File: src/rtl/jk_bank_if.sv
// Handshake and bank-side bundle between the JK bank driver and its
// surroundings: target intake, Q readback, J/K excitation and status.
interface jk_bank_if #(
  parameter int WIDTH     = 4,
  parameter int MAX_RETRY = 3
);
  localparam int RC_W = (MAX_RETRY < 1) ? 1 : $clog2(MAX_RETRY + 1);

  logic             tgt_valid;
  logic             tgt_ready;
  logic [WIDTH-1:0] tgt_data;
  logic [WIDTH-1:0] q_in;
  logic [WIDTH-1:0] j_out;
  logic [WIDTH-1:0] k_out;
  logic             ff_clk_en;
  logic             busy;
  logic             done;
  logic             error;
  logic [RC_W-1:0]  retry_count;

  modport master (
    input  tgt_valid, tgt_data, q_in,
    output tgt_ready, j_out, k_out, ff_clk_en, busy, done, error, retry_count
  );

  modport slave (
    output tgt_valid, tgt_data, q_in,
    input  tgt_ready, j_out, k_out, ff_clk_en, busy, done, error, retry_count
  );
endinterface

File: src/rtl/jk_bank_driver.sv
// Drives a bank of JK flip-flops toward a requested Q word: computes J/K
// excitation, strobes the bank once, reads back Q and retries on mismatch.
module jk_bank_driver #(
  parameter int WIDTH         = 4,
  parameter int MAX_RETRY     = 3,
  parameter int SETTLE_CYCLES = 1
) (
  input  logic       clock,
  input  logic       clear,
  jk_bank_if.master  bus
);
  localparam int RC_W = (MAX_RETRY < 1) ? 1 : $clog2(MAX_RETRY + 1);
  localparam int SC_W = (SETTLE_CYCLES < 2) ? 1 : $clog2(SETTLE_CYCLES);

  typedef enum logic [2:0] {
    S_IDLE   = 3'd0,
    S_DRIVE  = 3'd1,
    S_STROBE = 3'd2,
    S_SETTLE = 3'd3,
    S_CHECK  = 3'd4,
    S_DONE   = 3'd5,
    S_FAIL   = 3'd6
  } state_t;

  // Set only the bits that must rise; reset only the bits that must fall.
  // J and K are therefore never both high for the same bit.
  function automatic logic [WIDTH-1:0] excite_j(input logic [WIDTH-1:0] q,
                                                 input logic [WIDTH-1:0] t);
    return ~q & t;
  endfunction

  function automatic logic [WIDTH-1:0] excite_k(input logic [WIDTH-1:0] q,
                                                 input logic [WIDTH-1:0] t);
    return q & ~t;
  endfunction

  state_t           state_r;
  state_t           next_s;
  logic [WIDTH-1:0] tgt_r;
  logic [WIDTH-1:0] tgt_nxt_s;
  logic [WIDTH-1:0] j_r;
  logic [WIDTH-1:0] k_r;
  logic [WIDTH-1:0] j_nxt_s;
  logic [WIDTH-1:0] k_nxt_s;
  logic [RC_W-1:0]  retry_r;
  logic [RC_W-1:0]  retry_nxt_s;
  logic [SC_W-1:0]  settle_r;
  logic [SC_W-1:0]  settle_nxt_s;
  logic             settle_last_s;
  logic             match_s;
  logic             ready_r;
  logic             en_r;
  logic             busy_r;
  logic             done_r;
  logic             error_r;

  assign settle_last_s = (settle_r == SC_W'(SETTLE_CYCLES - 1));
  assign match_s       = (bus.q_in == tgt_r);

  // Next-state, excitation and counter updates for the transaction FSM.
  always_comb begin
    next_s       = state_r;
    tgt_nxt_s    = tgt_r;
    j_nxt_s      = '0;
    k_nxt_s      = '0;
    retry_nxt_s  = retry_r;
    settle_nxt_s = settle_r;
    case (state_r)
      S_IDLE: begin
        if (bus.tgt_valid && ready_r) begin
          next_s      = S_DRIVE;
          tgt_nxt_s   = bus.tgt_data;
          retry_nxt_s = '0;
        end else begin
          next_s = S_IDLE;
        end
      end
      S_DRIVE: begin
        j_nxt_s = excite_j(bus.q_in, tgt_r);
        k_nxt_s = excite_k(bus.q_in, tgt_r);
        next_s  = S_STROBE;
      end
      S_STROBE: begin
        j_nxt_s      = j_r;
        k_nxt_s      = k_r;
        settle_nxt_s = '0;
        next_s       = S_SETTLE;
      end
      S_SETTLE: begin
        if (settle_last_s) begin
          next_s = S_CHECK;
        end else begin
          j_nxt_s      = j_r;
          k_nxt_s      = k_r;
          settle_nxt_s = settle_r + SC_W'(1);
          next_s       = S_SETTLE;
        end
      end
      S_CHECK: begin
        if (match_s) begin
          next_s = S_DONE;
        end else if (retry_r < RC_W'(MAX_RETRY)) begin
          retry_nxt_s = retry_r + RC_W'(1);
          next_s      = S_DRIVE;
        end else begin
          next_s = S_FAIL;
        end
      end
      S_DONE:  next_s = S_IDLE;
      S_FAIL:  next_s = S_IDLE;
      default: next_s = S_IDLE;
    endcase
  end

  // State, datapath and outputs; outputs are decoded from the next state so
  // each one is a flop that lines up with the state it belongs to.
  always_ff @(posedge clock or negedge clear) begin
    if (!clear) begin
      state_r  <= S_IDLE;
      tgt_r    <= '0;
      j_r      <= '0;
      k_r      <= '0;
      retry_r  <= '0;
      settle_r <= '0;
      ready_r  <= 1'b0;
      en_r     <= 1'b0;
      busy_r   <= 1'b0;
      done_r   <= 1'b0;
      error_r  <= 1'b0;
    end else begin
      state_r  <= next_s;
      tgt_r    <= tgt_nxt_s;
      j_r      <= j_nxt_s;
      k_r      <= k_nxt_s;
      retry_r  <= retry_nxt_s;
      settle_r <= settle_nxt_s;
      ready_r  <= (next_s == S_IDLE);
      en_r     <= (next_s == S_STROBE);
      busy_r   <= (next_s != S_IDLE);
      done_r   <= (next_s == S_DONE);
      error_r  <= (next_s == S_FAIL);
    end
  end

  assign bus.tgt_ready   = ready_r;
  assign bus.j_out       = j_r;
  assign bus.k_out       = k_r;
  assign bus.ff_clk_en   = en_r;
  assign bus.busy        = busy_r;
  assign bus.done        = done_r;
  assign bus.error       = error_r;
  assign bus.retry_count = retry_r;

endmodule

File: src/flat_wrapper.sv
// flat-port wrapper written by rule: the top's interface ports become plain ports
module jk_bank_driver_flat 
#(
  parameter int WIDTH         = 4,
  parameter int MAX_RETRY     = 3,
  parameter int SETTLE_CYCLES = 1
)
  (clock, clear, bus_tgt_valid, bus_tgt_data, bus_q_in, bus_tgt_ready, bus_j_out, bus_k_out, bus_ff_clk_en, bus_busy, bus_done, bus_error, bus_retry_count);
  jk_bank_if #(.WIDTH(WIDTH), .MAX_RETRY(MAX_RETRY)) bus_i ();
  input  logic clock;
  input  logic clear;
  input wire logic [$bits(bus_i.tgt_valid)-1:0] bus_tgt_valid;
  input wire logic [$bits(bus_i.tgt_data)-1:0] bus_tgt_data;
  input wire logic [$bits(bus_i.q_in)-1:0] bus_q_in;
  output wire logic [$bits(bus_i.tgt_ready)-1:0] bus_tgt_ready;
  output wire logic [$bits(bus_i.j_out)-1:0] bus_j_out;
  output wire logic [$bits(bus_i.k_out)-1:0] bus_k_out;
  output wire logic [$bits(bus_i.ff_clk_en)-1:0] bus_ff_clk_en;
  output wire logic [$bits(bus_i.busy)-1:0] bus_busy;
  output wire logic [$bits(bus_i.done)-1:0] bus_done;
  output wire logic [$bits(bus_i.error)-1:0] bus_error;
  output wire logic [$bits(bus_i.retry_count)-1:0] bus_retry_count;
  assign bus_i.tgt_valid = bus_tgt_valid;
  assign bus_i.tgt_data = bus_tgt_data;
  assign bus_i.q_in = bus_q_in;
  assign bus_tgt_ready = bus_i.tgt_ready;
  assign bus_j_out = bus_i.j_out;
  assign bus_k_out = bus_i.k_out;
  assign bus_ff_clk_en = bus_i.ff_clk_en;
  assign bus_busy = bus_i.busy;
  assign bus_done = bus_i.done;
  assign bus_error = bus_i.error;
  assign bus_retry_count = bus_i.retry_count;
  jk_bank_driver #(.WIDTH(WIDTH), .MAX_RETRY(MAX_RETRY), .SETTLE_CYCLES(SETTLE_CYCLES)) u_core (.clock(clock), .clear(clear), .bus(bus_i));
endmodule
File: config.mk
export PLATFORM = sky130hd
export DESIGN_NAME = jk_bank_driver_flat
export DESIGN_NICKNAME = d
export VERILOG_FILES = /design/src/rtl/jk_bank_if.sv /design/src/rtl/jk_bank_driver.sv /design/src/flat_wrapper.sv
export SDC_FILE = /design/constraint.sdc
export NUM_CORES = 1
export LEC_CHECK = 0
export BUFFER_PORTS_ARGS = -buffer_cell sky130_fd_sc_hd__buf_2
export CORE_ASPECT_RATIO = 1.5
export CORE_MARGIN = 2
export CORE_UTILIZATION = 40
export CTS_CLUSTER_SIZE = 12
export DETAILED_ROUTE_END_ITERATION = 8
export HOLD_SLACK_MARGIN = 0.15
export PLACE_DENSITY = 0.71
export SYNTH_ARGS = -nofsm -noshare
export SYNTH_HDL_FRONTEND = slang
export SYNTH_SLANG_ARGS = --single-unit
File: constraint.sdc
create_clock -name clock -period 3.4 [get_ports clock]
set_input_delay 0.34 -clock clock [delete_from_list [all_inputs] [get_ports clock]]
set_output_delay 0.34 -clock clock [all_outputs]
set_load 0.02 [all_outputs]
# [Word level (Yosys, flattened, before mapping)]
# Cells that the tools add are included.
[word_totals] ff_bits=23 in_bits=11 out_inout_bits=15 word_cells=54
[classes] add_sub_neg=2 n_lt_le_gt_ge=1 eq_ne=12 mux=14 bitwise_logic=5 n_reduce_logical=9
[ops] cell="4-bit case mux with 3 select lines" count=2
[ops] cell="3-bit case mux with 5 select lines" count=1
[ops] cell="3-bit by 2-bit equality test with 1-bit output (second input constant)" count=3
[ops] cell="3-bit equality test (second input constant)" count=3
[ops] cell="3-bit two-way mux" count=3
[ops] cell="4-bit bitwise AND" count=2
[ops] cell="4-bit inverter" count=2
[ops] cell="3-bit logical NOT" count=2
[ops] cell="2-bit two-way mux" count=3
[ops] cell="4-bit equality test" count=1
[ops] cell="4-bit two-way mux" count=1
[ops] cell="2-bit by 1-bit inequality test with 1-bit output (second input constant)" count=2
[ops] cell="2-bit inequality test (second input constant)" count=2
[ops] cell="2-bit case mux with 2 select lines" count=1
[ops] cell="2-bit AND reduction" count=2
[ops] cell="4-bit AND reduction" count=1
[ops] cell="2-bit nonzero test" count=2
[ops] cell="3-bit by 1-bit equality test with 1-bit output (second input constant)" count=1
[ops] cell="3-bit nonzero test" count=1
[ops] cell="2-bit by 1-bit adder with 2-bit output (second input constant)" count=1
[ops] cell="2-bit less-than comparator (second input constant)" count=1
[ops] cell="1-bit two-way mux" count=2
[ops] cell="1-bit case mux with 2 select lines" count=1
[ops] cell="1-bit adder (second input constant)" count=1
[ops] cell="other kinds (2)" count=2

# [Longest topological paths before layout]
[depth] ltp_word=5 depth_mapped=6 mapped_depth_nobuf=6

# [Least setup slack after synthesis]
# Ideal clock, no wire load.
[synth_timing] kind="register to register" from="register u_core.tgt_r[0]" to="register u_core.state_r[1]" setup_time_ns=0.131 arrival_ns=1.206 t_required_ns=3.269 path_slack_ns=2.063 stages_incl_launch_ff=6 n_path_buf=0 period_less_slack_ns=1.337 cell_sequence="dfrtp_1 -> ha_1 -> nand4_1 -> nand2_1 -> nor2_1 -> or3_1"
[synth_between] elab_chain_cells=3
[synth_rtl] item="start: declaration" line="jk_bank_driver.sv:39" rtl="logic [WIDTH-1:0] tgt_r;"
[synth_rtl] item="start signal: assignment" line="jk_bank_driver.sv:132" rtl="tgt_r <= tgt_nxt_s;"
[synth_rtl] item="4-bit equality test" line="jk_bank_driver.sv:58" rtl="assign match_s = (bus.q_in == tgt_r);"
[synth_rtl] item="3-bit two-way mux" line="jk_bank_driver.sv:100" rtl="if (match_s) begin"
[synth_rtl] item="3-bit case mux with 5 select lines" line="jk_bank_driver.sv:68" rtl="case (state_r)"
[synth_rtl] item="net u_core.next_s[1]" line="jk_bank_driver.sv:38" rtl="state_t next_s;"
[synth_rtl] item="end signal: assignment" line="jk_bank_driver.sv:131" rtl="state_r <= next_s;"
[synth_rtl] item="end: declaration" line="jk_bank_driver.sv:37" rtl="state_t state_r;"
# The timed path passes the listed nets, and every way through them passes these cells.
# A chain may end at the register's enable or synchronous reset.

# [Worst setup path in the final report]
[layout_timing] from="register u_core.tgt_r[0]" to="register u_core.retry_r[1] (netlist: u_core.bus.retry_count[1])"
[layout_between] elab_chain_cells=3
[layout_rtl] item="4-bit equality test" line="jk_bank_driver.sv:58"
[layout_rtl] item="2-bit inequality test (no source line)"
[layout_rtl] item="4-bit AND reduction (no source line)"
[layout_rtl] item="end signal: assignment" line="jk_bank_driver.sv:135" rtl="retry_r <= retry_nxt_s;"
[layout_rtl] item="end: declaration" line="jk_bank_driver.sv:45" rtl="logic [RC_W-1:0] retry_r;"
# No other way between the ends.

==> results.txt <==
----------------------------------------------------
[Floorplanning]
  Number of placement rows ... 22
  Core Footprint ... 2420 sq um
  Die boundary height ... 65.6 um
  Initial standard-cell utilization of the core ... 41.8%
  Die Outline Area ... 2960 sq um
  X dimension of the die ... 45.1 um
  Number of primary I/O pins ... 26

[Logic synthesis]
  Flip-flop and latch count after synthesis ... 22
  Sequential share of the synthesized area ... 54.4%
  Mean Syn Cell Area ... 10.4 sq um
  Warnings, synthesis ... 0
  Ranking of synthesized cells by instance count ... sky130_fd_sc_hd__dfrtp_1, sky130_fd_sc_hd__nor2_1, sky130_fd_sc_hd__inv_1
  Share of flip-flops with an asynchronous set or reset ... 100%
  Cell variety after synth ... 24
  Cell with the most instances after synthesis ... sky130_fd_sc_hd__dfrtp_1
  Net count of the mapped netlist ... 117
  Cell types occupying the most area after synthesis ... sky130_fd_sc_hd__dfrtp_1, sky130_fd_sc_hd__ha_1, sky130_fd_sc_hd__a22oi_1
  Combined area of all synthesized cells ... 1010 sq um
  Count of flip-flops with a built-in enable after synthesis ... 0
  Count of mapped cells out of synthesis ... 97
  Area leader, netlist ... sky130_fd_sc_hd__dfrtp_1
  Post-synth top flop ... sky130_fd_sc_hd__dfrtp_1
  Share of the synthesized area in the top cell type ... 54.4%

[Finish]
  Share of final-layout standard cells stronger than drive strength 1 ... 26.6%
  Final-layout fill cell count ... 240
  Post-synthesis to final-layout area growth ... 18.7%
  Post-layout net count ... 145
  Number of standard cells in the layout, taps in and fillers out ... 148
  Antenna diode instance count ... 0
  Utilization after layout ... 49.6%

[Routing]
  Total vias in the final route ... 792
  Post-detailed-route wirelength per cell ... 12.9 um
  1st-pass router iterations ... 4
  Drt via density ... 5.35
  Detailed-route DRC error count ... 0
  Wire length reported by the detailed router ... 1910 um
  Drt first-iter violations ... 13
  Number of nets with antenna violations after routing ... 0

[Setup path]
  Slowest stage delay, CP ... 0.40 ns
  Crit start category ... flop
  Cell family with most CP delay ... flip-flops
  Crit path capture type ... flop
  Data arrival time of the critical path ... 1.68 ns
  Crit Path Max Fanout ... 4
  Critical path required time ... 3.60 ns
  Critical path class ... reg -> reg
  Worst path cell trace ... ha_1, a41oi_1, nand3_1, nand2_1, o22ai_1
  Buffering stage count on the worst path with inverters included ... 0
  Cell with the biggest individual delay on the critical path ... sky130_fd_sc_hd__dfrtp_1

[Clocking]
  Maximum buffer depth of the clock tree ... 2
  Root buffer selected by CTS ... sky130_fd_sc_hd__clkbuf_4
  TritonCTS clock tree ... built
  Post-CTS setup buffer count ... 0
  CTS H-tree depth ... 1
  Clock input transition at the sequential cells of the worst setup and hold paths ... 0.12 ns
  TritonCTS Buffers ... 3
  Later-pin clock latency in the skew report ... 0.30 ns
  TritonCTS Sinks ... 22

[STA]
  Clock period minus final worst setup slack ... 1.49 ns
  Maximum clock frequency ... 673 MHz
  Hold_ws ... 0.231 ns
  Number of failing hold endpoints at the final stage ... 0
  Share of the clock period used by the worst path after layout ... 43.7%
  Relative max-transition margin ... 57.1%
  Slew Limit Fails ... 0
  Setup repair after global routing missed its margin ... false
  Transition time at the pin with the least slew margin ... 0.644 ns
  Clock skew ... 0.00509 ns
  Post-route setup slack ... 1.91 ns
  Total negative slack ... 0 ns
  Final number of setup-violating endpoints ... 0

[GRT]
  Via count of the first global-routing pass ... 783
  Total global routing overflow ... 0
  Total track usage ... 15.3%
  First-pass GRT wire length ... 3350 um
  Number of antenna violations at the first check in global routing ... 0
  Pin count of the biggest net entering global routing ... 23

[Status]
  Run status ... completed

[Placement]
  Pre-CTS setup slack ... 1.82 ns
  # port buffers ... 25
  Placed Cells incl. Taps ... 143
  HPWL after DPL ... 1430 um
  Final estimated routing congestion in global placement ... 0.817

[Hold path]
  Min-Delay Path Class ... in -> reg

[Power]
  Static leakage power ... 0.650 nW
  Peak supply drop ... 425 uV
  Cell area power density ... 793 nW/um^2

[Run]
  Max cap viols ... 0

----------------------------------------------------
[tightest hold or removal path: cells and delay by family]
kind	cells	cell delay [ns]
AO/OA/AOI/OAI	1	0.06
buffers and inverters	1	0.07
AND/OR/NAND/NOR	1	0.04
[routing by layer]
metal / up-vias / global-route usage, % / wire (um)
li1: 383 / - / -
met1: 385 / 18.8 / 792
met2: 20 / 25.4 / 995
met3: 4 / 1.92 / 79
met4: 0 / 7.72 / 44
met5: - / 0 / 0
[worst paths after layout]
check	from	cells after the start	to	slack [ns]
hold / removal	bus_tgt_data[0]	3	u_core.tgt_r[0]	0.23
setup / recovery	u_core.tgt_r[0]	5	u_core.bus.retry_count[1]	1.91
max in group asynchronous	clear	2	u_core.bus.retry_count[1]	2.56
hold reg to reg	u_core.bus.k_out[1]	2	u_core.bus.k_out[1]	0.53
setup reg to reg	u_core.tgt_r[0]	5	u_core.bus.retry_count[1]	1.91
min in group asynchronous	clear	2	u_core.tgt_r[1]	0.52
[sequential cells by signal, indices dropped and copies added (netlist names)]
signal and cells:
u_core.state_r 3, u_core.bus.done 1, u_core.tgt_r 4, u_core.bus.k_out 4
u_core.bus.error 1, u_core.bus.ff_clk_en 1, u_core.bus.busy 1, u_core.bus.j_out 4
u_core.bus.tgt_ready 1, u_core.bus.retry_count 2
[cell usage in the layout (no fill, tap or decap)]
master and n:
sky130_fd_sc_hd__buf_2 25, sky130_fd_sc_hd__dfrtp_1 22, sky130_fd_sc_hd__nor2_1 13, sky130_fd_sc_hd__inv_1 11, sky130_fd_sc_hd__ha_1 9, sky130_fd_sc_hd__nand2_1 8, sky130_fd_sc_hd__a22oi_1 8, sky130_fd_sc_hd__o21ai_0 5
sky130_fd_sc_hd__clkbuf_4 3, sky130_fd_sc_hd__o22ai_1 2, sky130_fd_sc_hd__nor3_1 2, sky130_fd_sc_hd__nand3_1 2, sky130_fd_sc_hd__nand4_1 1, sky130_fd_sc_hd__nand3b_1 1, sky130_fd_sc_hd__or2_4 1, sky130_fd_sc_hd__or3_4 1
sky130_fd_sc_hd__nand2b_1 1, sky130_fd_sc_hd__a31oi_1 1, sky130_fd_sc_hd__a41oi_1 1, sky130_fd_sc_hd__or3_1 1, sky130_fd_sc_hd__nor3_4 1, sky130_fd_sc_hd__a21oi_1 1, sky130_fd_sc_hd__a21o_2 1, sky130_fd_sc_hd__and2b_1 1
sky130_fd_sc_hd__clkbuf_8 1, sky130_fd_sc_hd__dlygate4sd3_1 1
[cell type report]
type / count / area (sq um) / share of cell area (%)
Sequential cell: 22 / 551 / 45.8
Tap cell: 24 / 30.0 / 2.50
Inverter: 11 / 41.3 / 3.44
Timing Repair Buffer: 26 / 135 / 11.3
Multi-Input combinational cell: 61 / 408 / 34.0
Clock buffer: 4 / 36.3 / 3.02
[what timing repair did]
item | CTS | global route
endpoints found under the hold margin | 22 | 0
resized for setup | 0 | 0
hold buffers | 1 | 0
[per-stage QoR]
stage / cell area, sq um / power, W
2_1_floorplan: 1010 / 0.000702
3_3_place_gp: 1150 / 0.000809
3_5_place_dp: 1150 / 0.000820
4_1_cts: 1200 / 0.000965
5_1_grt: 1200 / 0.00104
6_report: 1200 / 0.000953
[report_power, final]
| part | switching [W] | leakage [nW] | internal (W) | total (W) |
|---|---|---|---|---|
| Combinational | 0.000237 | 0.340 | 0.000150 | 0.000387 |
| Clock | 0.0000761 | 0.0210 | 0.0000654 | 0.000141 |
| Sequential | 0.0000770 | 0.289 | 0.000348 | 0.000425 |
[cell families after synthesis]
| family | after synthesis | synth area share, % |
|---|---|---|
| flops | 22 | 54.4 |
| fa+ha+maj | 9 | 11.1 |
| simple gates | 33 | 16.7 |
| compound gates | 19 | 12.5 |
| buf+inv | 14 | 5.32 |
(Power assumes the default switching activity.)
